File: config.mk
export PLATFORM = sky130hd
export DESIGN_NAME = rc4_prga_decrypt
export DESIGN_NICKNAME = d
export VERILOG_FILES = /design/src/rtl/rc4_prga_decrypt.sv
export SDC_FILE = /design/constraint.sdc
export NUM_CORES = 1
export LEC_CHECK = 0
export BUFFER_PORTS_ARGS = -buffer_cell sky130_fd_sc_hd__buf_4
export CORE_MARGIN = 2
export CORE_UTILIZATION = 55
export DETAILED_ROUTE_END_ITERATION = 12
export HOLD_SLACK_MARGIN = 0.1
export PLACE_DENSITY_LB_ADDON = 0.1
export SETUP_SLACK_MARGIN = 0.15
export SLEW_MARGIN = 15
export SYNTH_ARGS = -nofsm -noshare
export SYNTH_HDL_FRONTEND = slang
export SYNTH_SLANG_ARGS = --single-unit
File: constraint.sdc
create_clock -name clk -period 2.98 [get_ports clk]
set_input_delay 0.596 -clock clk [delete_from_list [all_inputs] [get_ports clk]]
set_output_delay 0.596 -clock clk [all_outputs]
set_load 0.005 [all_outputs]
File: src/rtl/rc4_prga_decrypt.sv
// RC4 keystream generator and decryptor: permutes S-RAM, XORs keystream with ROM.
// Ports: start/busy/done/invalid control, S-RAM, encrypted ROM and decrypted RAM buses.
module rc4_prga_decrypt #(
  parameter int MSG_LEN     = 32,
  parameter int MSG_AW      = 5,
  parameter int CHECK_ASCII = 1
) (
  input  logic              clk,
  input  logic              rst_n,
  input  logic              start,
  output logic              busy,
  output logic              done,
  output logic              invalid,
  output logic [7:0]        s_addr,
  output logic [7:0]        s_wdata,
  output logic              s_wren,
  input  logic [7:0]        s_q,
  output logic [MSG_AW-1:0] rom_addr,
  input  logic [7:0]        rom_q,
  output logic [MSG_AW-1:0] out_addr,
  output logic [7:0]        out_wdata,
  output logic              out_wren
);

  localparam logic [MSG_AW-1:0] K_LAST =
    MSG_AW'(MSG_LEN - 1);

  typedef enum logic [3:0] {
    S_IDLE,
    S_RD_I,
    S_WT_I,
    S_RD_J,
    S_WT_J,
    S_WR_I,
    S_WR_J,
    S_RD_F,
    S_WT_F,
    S_WR_OUT,
    S_DONE
  } state_t;

  state_t state;
  state_t nxt;

  logic [7:0]        i;
  logic [7:0]        j;
  logic [MSG_AW-1:0] k;
  logic [7:0]        si;
  logic [7:0]        sj;
  logic [7:0]        p;
  logic              done_q;
  logic              invalid_q;
  logic              legal;
  logic              bad;
  logic              last;

  // Accepted plaintext alphabet: space and lowercase letters.
  always_comb begin
    legal = 1'b0;
    unique case (1'b1)
      (p == 8'h20):                  legal = 1'b1;
      (p >= 8'h61 && p <= 8'h7a):    legal = 1'b1;
      default:                       legal = 1'b0;
    endcase
  end

  assign bad  = (CHECK_ASCII != 0) && !legal;
  assign last = (k == K_LAST);

  assign done    = done_q;
  assign invalid = invalid_q;

  always_ff @(posedge clk or negedge rst_n) begin
    if (!rst_n) begin
      state <= S_IDLE;
    end else begin
      state <= nxt;
    end
  end

  always_comb begin
    nxt       = state;
    busy      = 1'b0;
    s_addr    = '0;
    s_wdata   = '0;
    s_wren    = 1'b0;
    rom_addr  = '0;
    out_addr  = '0;
    out_wdata = '0;
    out_wren  = 1'b0;
    unique case (state)
      S_IDLE: begin
        if (start) nxt = S_RD_I;
      end
      S_RD_I: begin
        busy   = 1'b1;
        s_addr = i + 8'd1;
        nxt    = S_WT_I;
      end
      S_WT_I: begin
        busy = 1'b1;
        nxt  = S_RD_J;
      end
      S_RD_J: begin
        busy   = 1'b1;
        s_addr = j + si;
        nxt    = S_WT_J;
      end
      S_WT_J: begin
        busy = 1'b1;
        nxt  = S_WR_I;
      end
      S_WR_I: begin
        busy    = 1'b1;
        s_addr  = i;
        s_wdata = sj;
        s_wren  = 1'b1;
        nxt     = S_WR_J;
      end
      // When i == j this second write lands last,
      // leaving si in place: the swap is a no-op.
      S_WR_J: begin
        busy    = 1'b1;
        s_addr  = j;
        s_wdata = si;
        s_wren  = 1'b1;
        nxt     = S_RD_F;
      end
      S_RD_F: begin
        busy     = 1'b1;
        s_addr   = si + sj;
        rom_addr = k;
        nxt      = S_WT_F;
      end
      S_WT_F: begin
        busy = 1'b1;
        nxt  = S_WR_OUT;
      end
      S_WR_OUT: begin
        busy = 1'b1;
        if (bad) begin
          nxt = S_DONE;
        end else begin
          out_addr  = k;
          out_wdata = p;
          out_wren  = 1'b1;
          nxt       = last ? S_DONE : S_RD_I;
        end
      end
      S_DONE: begin
        nxt = S_IDLE;
      end
      default: begin
        nxt = S_IDLE;
      end
    endcase
  end

  always_ff @(posedge clk or negedge rst_n) begin
    if (!rst_n) begin
      i         <= '0;
      j         <= '0;
      k         <= '0;
      si        <= '0;
      sj        <= '0;
      p         <= '0;
      done_q    <= 1'b0;
      invalid_q <= 1'b0;
    end else begin
      unique case (state)
        S_IDLE: begin
          if (start) begin
            i         <= '0;
            j         <= '0;
            k         <= '0;
            done_q    <= 1'b0;
            invalid_q <= 1'b0;
          end
        end
        S_RD_I: i  <= i + 8'd1;
        S_WT_I: si <= s_q;
        S_RD_J: j  <= j + si;
        S_WT_J: sj <= s_q;
        S_WT_F: p  <= s_q ^ rom_q;
        S_WR_OUT: begin
          if (bad) begin
            invalid_q <= 1'b1;
            done_q    <= 1'b1;
          end else if (last) begin
            done_q <= 1'b1;
          end else begin
            k <= k + 1'b1;
          end
        end
        default: ;
      endcase
    end
  end

endmodule

==> results by group, run 1 <==
Logic synthesis
  • Post-synthesis async set-or-reset flop share: 100%
  • Largest family of logic cells by synthesized area: compound AO/OA/AOI/OAI gates
  • Post-Synth Adder-Cell Area: 7.65%
  • Post-synth EDFFs: 0
  • Post-Syn Area per Cell: approximately 9 um2
  • Post-Synth XOR/XNOR Area: 5.83%
  • Warnings from Yosys: 0
  • Post-synthesis compound-gate area fraction: about a fifth
  • Ys flop type: dfrtp_1
  • Synth unique cells: 49
  • Synth Register Bits: 51
  • Cells after synthesis: between 300 and 400
  • Synthesized area: 0.00330 mm2
  • Synthesized-area fraction occupied by and/or/nand/nor cells: between 10% and 20%
  • Mux cell area share after synthesis: 5.76%
  • Synth area leaders: dfrtp_1 (39%), ha_1 (6.4%), mux2_2 (5.5%)
  • Synth top area share: a little under 40%
  • Sequential element share of the synthesized area: about two fifths
  • Largest area contributor in the netlist: dfrtp_1
  • Mapped Nets: between 300 and 400

Timing
  • Fin Hold WS: approximately 0.28 ns
  • Max Freq: roughly 0.33 GHz
  • Worst slew margin: between 30% and 40%
  • Max-slew violations: 0
  • Final WS setup: -0.0324 ns
  • Tmin final: approximately 3 ns
  • RSZ-0062 raised after global routing: true
  • Hold Vio Cnt, Final: 0
  • Skew final: approximately 0.0066 ns
  • Final period utilization: 101%
  • Setup violators final: 1
  • Actual slew at the worst max-slew pin: 0.934 ns

Worst setup path
  • Reg-to-reg startpoint: state[3]
  • Top delay family on crit path: compound AO/OA/AOI/OAI gates
  • CP Max Fanout: 3
  • Critical Path RT: roughly 2.4 ns
  • Reg2reg setup slack: roughly 0.90 ns
  • Cell Chain, Critical Path: ha_4, fa_2, a21oi_2, o211ai_1, a21oi_1, xor2_1, nor2_1, a311o_1, buf_4
  • Startpoint class of the critical path: register
  • Crit-path max cell delay: 0.46 ns
  • Worst path bufs/invs: 1
  • Crit Path Class: register to output port
  • Critical Path End Type: output port
  • CP max stage cell: dfrtp_2
  • Reg2reg end: sj[3]
  • R2R depth: 4
  • CP Data Arrival Time: approximately 2.4 ns

Floorplan
  • Die height: just over 80 um
  • DIE WIDTH: slightly above 80 um
  • Die area: between 0.006 and 0.007 mm2
  • Core ar.: 0.00585 mm2
  • Initial core utilization: 56.5%
  • I/O pins: 58
  • Cell row count: 28

Routing
  • ANT nets after route: 0
  • Residual DRC: 0
  • DR vias: between 2000 and 3000
  • WL final: about 8400 um
  • Wirelength per Cell: about 16 um
  • DRT iter0 DRCs: 220
  • Drt pass-1 iters: 5
  • DR vias/cell: a little under 6

Clock network
  • Clk_lat worst skew: 0.31 ns
  • H-tree levels: 2
  • Longest Clk Path Bufs: 2
  • Clk root buf: clkbuf_8
  • Hold_buf cts: 0
  • CTS clock-pin slew for the worst setup and hold paths: about 0.09 ns
  • CTS Buf Count: 5
  • Clock Sinks: approximately 50
  • CTS tree: built

Outcome
  • Result of the run: complete, but fails checks
  • Failing checks: negative setup slack

Power and ir drop
  • Max VDD drop: 0.000643 V
  • Leakage: between 1.5 and 2 nW
  • Pwr/cell area: 1060 mW/mm2
  • Total power: roughly 4.4 mW

Final layout
  • Layout area overhead: 25.8%
  • Finished Cell Area: 0.00416 mm2
  • Fillers: 459
  • Commonest non-fill, non-tap cell in the layout: buf_4
  • Most frequent cells in the layout: buf_4 (80), dfrtp_1 (46), nor2_1 (45), o21ai_0 (26), nand2_1 (24)
  • Diodes inserted: 0
  • Fin nets: 470
  • Final Util: between 70% and 80%
  • Share of cells above drive strength 1: between 30% and 40%

Placed design
  • Post-place setup slack: between 0.15 and 0.2 ns
  • Placed Area: around 0.0038 mm2
  • Hpwl dp: 5930 um
  • RePlAce Congestion: between 0.8 and 0.9
  • Port Buf Inserts: 56

Global routing
  • Gr busiest metal: met2
  • GR Util met2: about 43%
  • Antenna violations before repair: 0
  • First-pass GRT wire length: roughly 13000 um
  • GRT overflow: 0
  • Largest net degree at the start of global routing: between 50 and 60
  • Vias in the first global route: about 2700
  • Met1 Track Usage GR: 35.0%
  • Met3 usage: 4.62%
  • GRT Total Usage: 26.0%

Min path
  • Min-delay worst type: input port to async pin

Flow run
  • Number of max-cap violations: 0
[flip-flops by register name, summed over array words and instances, names as in the netlist]
signal	cells
done	1
j	8
sj	8
p	8
si	8
k	5
state	4
invalid	1
i	8
[area by class of cell]
type	instances	area (um2)	share of cell area [%]
multi-input combinational	286	2050	49.4
tap	75	93.8	2.26
sequential	51	1280	30.9
timing repair buffer	81	612	14.7
clock buffer	6	82.6	1.99
clock inverter	1	5.00	0.120
inverter	7	26.3	0.632
[power breakdown]
| part | switching (mW) | internal, mW |
|---|---|---|
| Sequential | 0.353 | 0.973 |
| Clock | 0.229 | 0.183 |
| Combinational | 1.34 | 1.33 |
[worst max path at each step]
stage               startpoint        end  slack, ns  cells past startpoint
floorplan                si[1]  s_addr[7]       0.40                      7
global placement         si[1]  s_addr[7]       0.18                      8
detailed placement       si[1]  s_addr[7]       0.15                      8
CTS                      si[1]  s_addr[7]      -0.02                      8
global route             si[0]  s_addr[6]      -0.15                      9
finish                   si[0]  s_addr[6]      -0.03                      9
[kinds of logic after synthesis]
kind of cell	after synthesis
AO/OA/AOI/OAI	103
XOR/XNOR	22
adder cells (fa/ha/maj)	19
buffers and inverters	21
flip-flops	51
multiplexers	17
other	1
AND/OR/NAND/NOR	124
[layer usage]
metal,part of all wire [%],vias up
li1,-,1433
met1,44,1432
met2,48,106
met3,5.5,16
met4,1.7,0
met5,0,-
[cells in the mapped netlist, types with 8 or more instances]
| cell type | n |
|---|---|
| dfrtp_1 | 51 |
| nor2_1 | 45 |
| o21ai_0 | 28 |
| nand2_1 | 25 |
| a21oi_1 | 18 |
| ha_1 | 17 |
| xnor2_1 | 17 |
| and2_1 | 16 |
| mux2_2 | 16 |
| a22o_1 | 10 |
| and3_1 | 8 |
| nor3_1 | 8 |
[metrics by stage]
stage	setup TNS [ns]	std cells
after floorplan	0	358
after global placement	0	482
after global routing	-0.225	507
final	-0.0324	507
after detailed placement	0	482
after CTS	-0.0267	496
[what timing repair did]
| action | CTS | global route |
|---|---|---|
| hold endpoints to repair | 0 | 0 |
| gates resized for setup | 20 | 13 |
| setup endpoints to repair | 6 | 17 |
| setup buffers | 7 | 11 |
| pin swaps | 9 | 13 |
(Power assumes the default switching activity.)
==> run 2: changes to the inputs <==
--- a/config.mk
+++ b/config.mk
@@ -12,6 +12,7 @@
 export HOLD_SLACK_MARGIN = 0.1
 export PLACE_DENSITY_LB_ADDON = 0.1
 export SETUP_SLACK_MARGIN = 0.15
+export SKIP_LAST_GASP = 1
 export SLEW_MARGIN = 15
 export SYNTH_ARGS = -nofsm -noshare
 export SYNTH_HDL_FRONTEND = slang
==> run 2 against run 1 <==
Compared with the run above:
- clock skew grew 0.0020 ns
- power shrank 2.3%
- first-iteration DRC count fell by 12%
- hold slack better by 0.024 ns
- fmax increased by 0.67%
- register-to-register slack about the same
- die area is the same
- global-route usage about the same
- critical endpoint unchanged
- sequential power barely moved
- wire length decreased by 3.0%
- final cell count down 0.79%
- the flow still finishes with violations (negative setup slack)
==> results by group, run 2 (synthesis gave the netlist of run 1 again) <==
Timing
  • Setup violators final: 1 (unchanged)
  • Final period utilization: 100% (was 101%)
  • Fin Hold WS: 0.307 ns (was 0.283 ns)
  • Final WS setup: -0.0122 ns (was -0.0324 ns)
  • Actual slew at the worst max-slew pin: 0.912 ns (was 0.934 ns)
  • Hold Vio Cnt, Final: 0 (unchanged)
  • RSZ-0062 raised after global routing: true (unchanged)
  • Worst slew margin: 38.8% (was 37.4%)
  • Tmin final: 2.99 ns (was 3.01 ns)
  • Skew final: 0.00859 ns (was 0.00663 ns)
  • Max Freq: 0.334 GHz (was 0.332 GHz)
  • Max-slew violations: 0 (unchanged)

Power and ir drop
  • Internal power: 2.44 mW (was 2.48 mW)
  • Switching Share: 43.4% (was 43.6%)
  • Reg power frac: 30.7% (was 30.1%)
  • Pwr/cell area: 1050 mW/mm2 (was 1060 mW/mm2)
  • Max VDD drop: 0.000638 V (was 0.000643 V)
  • Clk network pwr share: 9.4% (was 9.3%)
  • Leakage: 1.90 nW (was 1.93 nW)
  • Logic pwr share: 59.8% (was 60.6%)
  • Switching power: 1.87 mW (was 1.92 mW)

Placed design
  • RePlAce Congestion: 0.856 (unchanged)
  • Hpwl dp: 5930 um (unchanged)
  • Port Buf Inserts: 56 (unchanged)
  • Dpl cells: 482 (unchanged)

Worst setup path
  • CP Max Fanout: 4 (was 3)
  • Startpoint class of the critical path: register (unchanged)
  • R2R depth: 4 (unchanged)
  • Reg2reg end: sj[3] (unchanged)
  • Reg2reg setup slack: 0.90 ns (about the same)
  • Crit Path Class: register to output port (unchanged)
  • Critical Path End Type: output port (unchanged)
  • Crit path from: i[0] (was si[0])
  • Reg-to-reg startpoint: state[3] (unchanged)
  • Critical Path RT: 2.38 ns (about the same)
  • CP Data Arrival Time: 2.40 ns (was 2.42 ns)

Outcome
  • Failing checks: negative setup slack (unchanged)
  • Result of the run: complete, but fails checks (unchanged)

Clock network
  • Hold_buf cts: 0 (unchanged)
  • CTS clock-pin slew for the worst setup and hold paths: 0.09 ns (about the same)
  • Clk_lat worst skew: 0.30 ns (was 0.31 ns)
  • CTS Buf Count: 5 (unchanged)
  • CTS tree: built (unchanged)
  • H-tree levels: 2 (unchanged)
  • Clk root buf: clkbuf_8 (unchanged)
  • Clock Sinks: 51 (unchanged)
  • Longest Clk Path Bufs: 2 (unchanged)

Global routing
  • Vias in the first global route: 2734 (was 2730)
  • Antenna violations before repair: 0 (unchanged)
  • First-pass GRT wire length: 13100 um (about the same)
  • GRT Total Usage: 25.9% (was 26.0%)
  • GRT overflow: 0 (unchanged)
  • Largest net degree at the start of global routing: 52 (unchanged)

Floorplan
  • Die area: 0.00664 mm2 (unchanged)
  • I/O pins: 58 (unchanged)
  • Core ar.: 0.00585 mm2 (unchanged)
  • DIE WIDTH: 81.5 um (unchanged)
  • Initial core utilization: 56.5% (unchanged)
  • Die height: 81.5 um (unchanged)
  • Cell row count: 28 (unchanged)

Final layout
  • Layout area overhead: 23.9% (was 25.8%)
  • Final cell count without fillers: 503 (was 507)
  • Most frequent cells in the layout: buf_4 (76), dfrtp_1 (46), nor2_1 (45), o21ai_0 (27), nand2_1 (24) (was buf_4 (80), dfrtp_1 (46), nor2_1 (45), o21ai_0 (26), nand2_1 (24))
  • Diodes inserted: 0 (unchanged)
  • Commonest non-fill, non-tap cell in the layout: buf_4 (unchanged)
  • Fin nets: 466 (was 470)
  • Share of cells above drive strength 1: 29.0% (was 31.0%)

Flow run
  • Number of max-cap violations: 0 (unchanged)

Routing
  • WL final: 8110 um (was 8350 um)
  • DRT iter0 DRCs: 194 (was 220)
  • Drt pass-1 iters: 4 (was 5)
  • DR vias/cell: 5.82 (was 5.89)
  • DR vias: 2926 (was 2987)
  • Wirelength per Cell: 16.1 um (was 16.5 um)
  • ANT nets after route: 0 (unchanged)
  • Residual DRC: 0 (unchanged)

Min path
  • Min-delay worst type: input port to async pin (unchanged)
run 2: how the worst max path moves through the flow:
| stage | endpoint | slack [ns] |
|---|---|---|
| 6_report | s_addr[6] | -0.01 |
| 5_1_grt | s_addr[6] | -0.15 |
| 4_1_cts | s_addr[7] | -0.02 |
| 3_5_place_dp | s_addr[7] | 0.15 |
| 3_3_place_gp | s_addr[7] | 0.18 |
| 2_1_floorplan | s_addr[7] | 0.40 |
run 2: worst max-delay path, stage by stage, from the launching register on:
cell      delay, ns
dfrtp_1        0.40
ha_1           0.24
and3_1         0.20
and3_1         0.21
xor2_1         0.15
a222oi_1       0.29
o41ai_1        0.12
a311o_1        0.34
buf_4          0.14
run 2: cell type report:
cell class              instances  area (um2)
clock buffers                   6        82.6
clock inverters                 1        5.00
fillers                       468        1760
inverters                       7        26.3
multi-input cells             286        2020
flip-flops and latches         51        1280
well taps                      75        93.8
repair buffers                 77         582
run 2: power groups by stage:
stage	logic, mW	registers, mW	clock network (mW)
floorplan	1.68	1.17	0
global placement	2.21	1.31	0
detailed placement	2.25	1.33	0
CTS	2.44	1.32	0.418
global route	2.84	1.37	0.446
finish	2.57	1.32	0.406
run 2: metrics by stage:
step                TNS, ns  utilization, %  setup WS, ns  power (mW)  area (um2)
finish              -0.0122            70.0       -0.0122        4.30        4090
detailed placement        0            65.0         0.153        3.58        3800
CTS                 -0.0330            68.5       -0.0184        4.17        4010
global route         -0.291            70.0        -0.151        4.65        4090
floorplan                 0               -         0.397        2.85        3300
global placement          0            65.0         0.180        3.52        3800
run 2: what timing repair did:
item | in CTS | in global routing
pin swaps | 9 | 4
setup buffers | 7 | 7
hold endpoints to repair | 0 | 0
setup endpoints to repair | 6 | 17
gates resized for setup | 17 | 8
run 2: layer usage:
layer	track usage (%)	vias to the layer above	wire, um
li1	-	1426	-
met1	34.5	1390	3670
met2	43.2	104	3890
met3	5.05	6	462
met4	6.95	0	87
met5	0	-	0
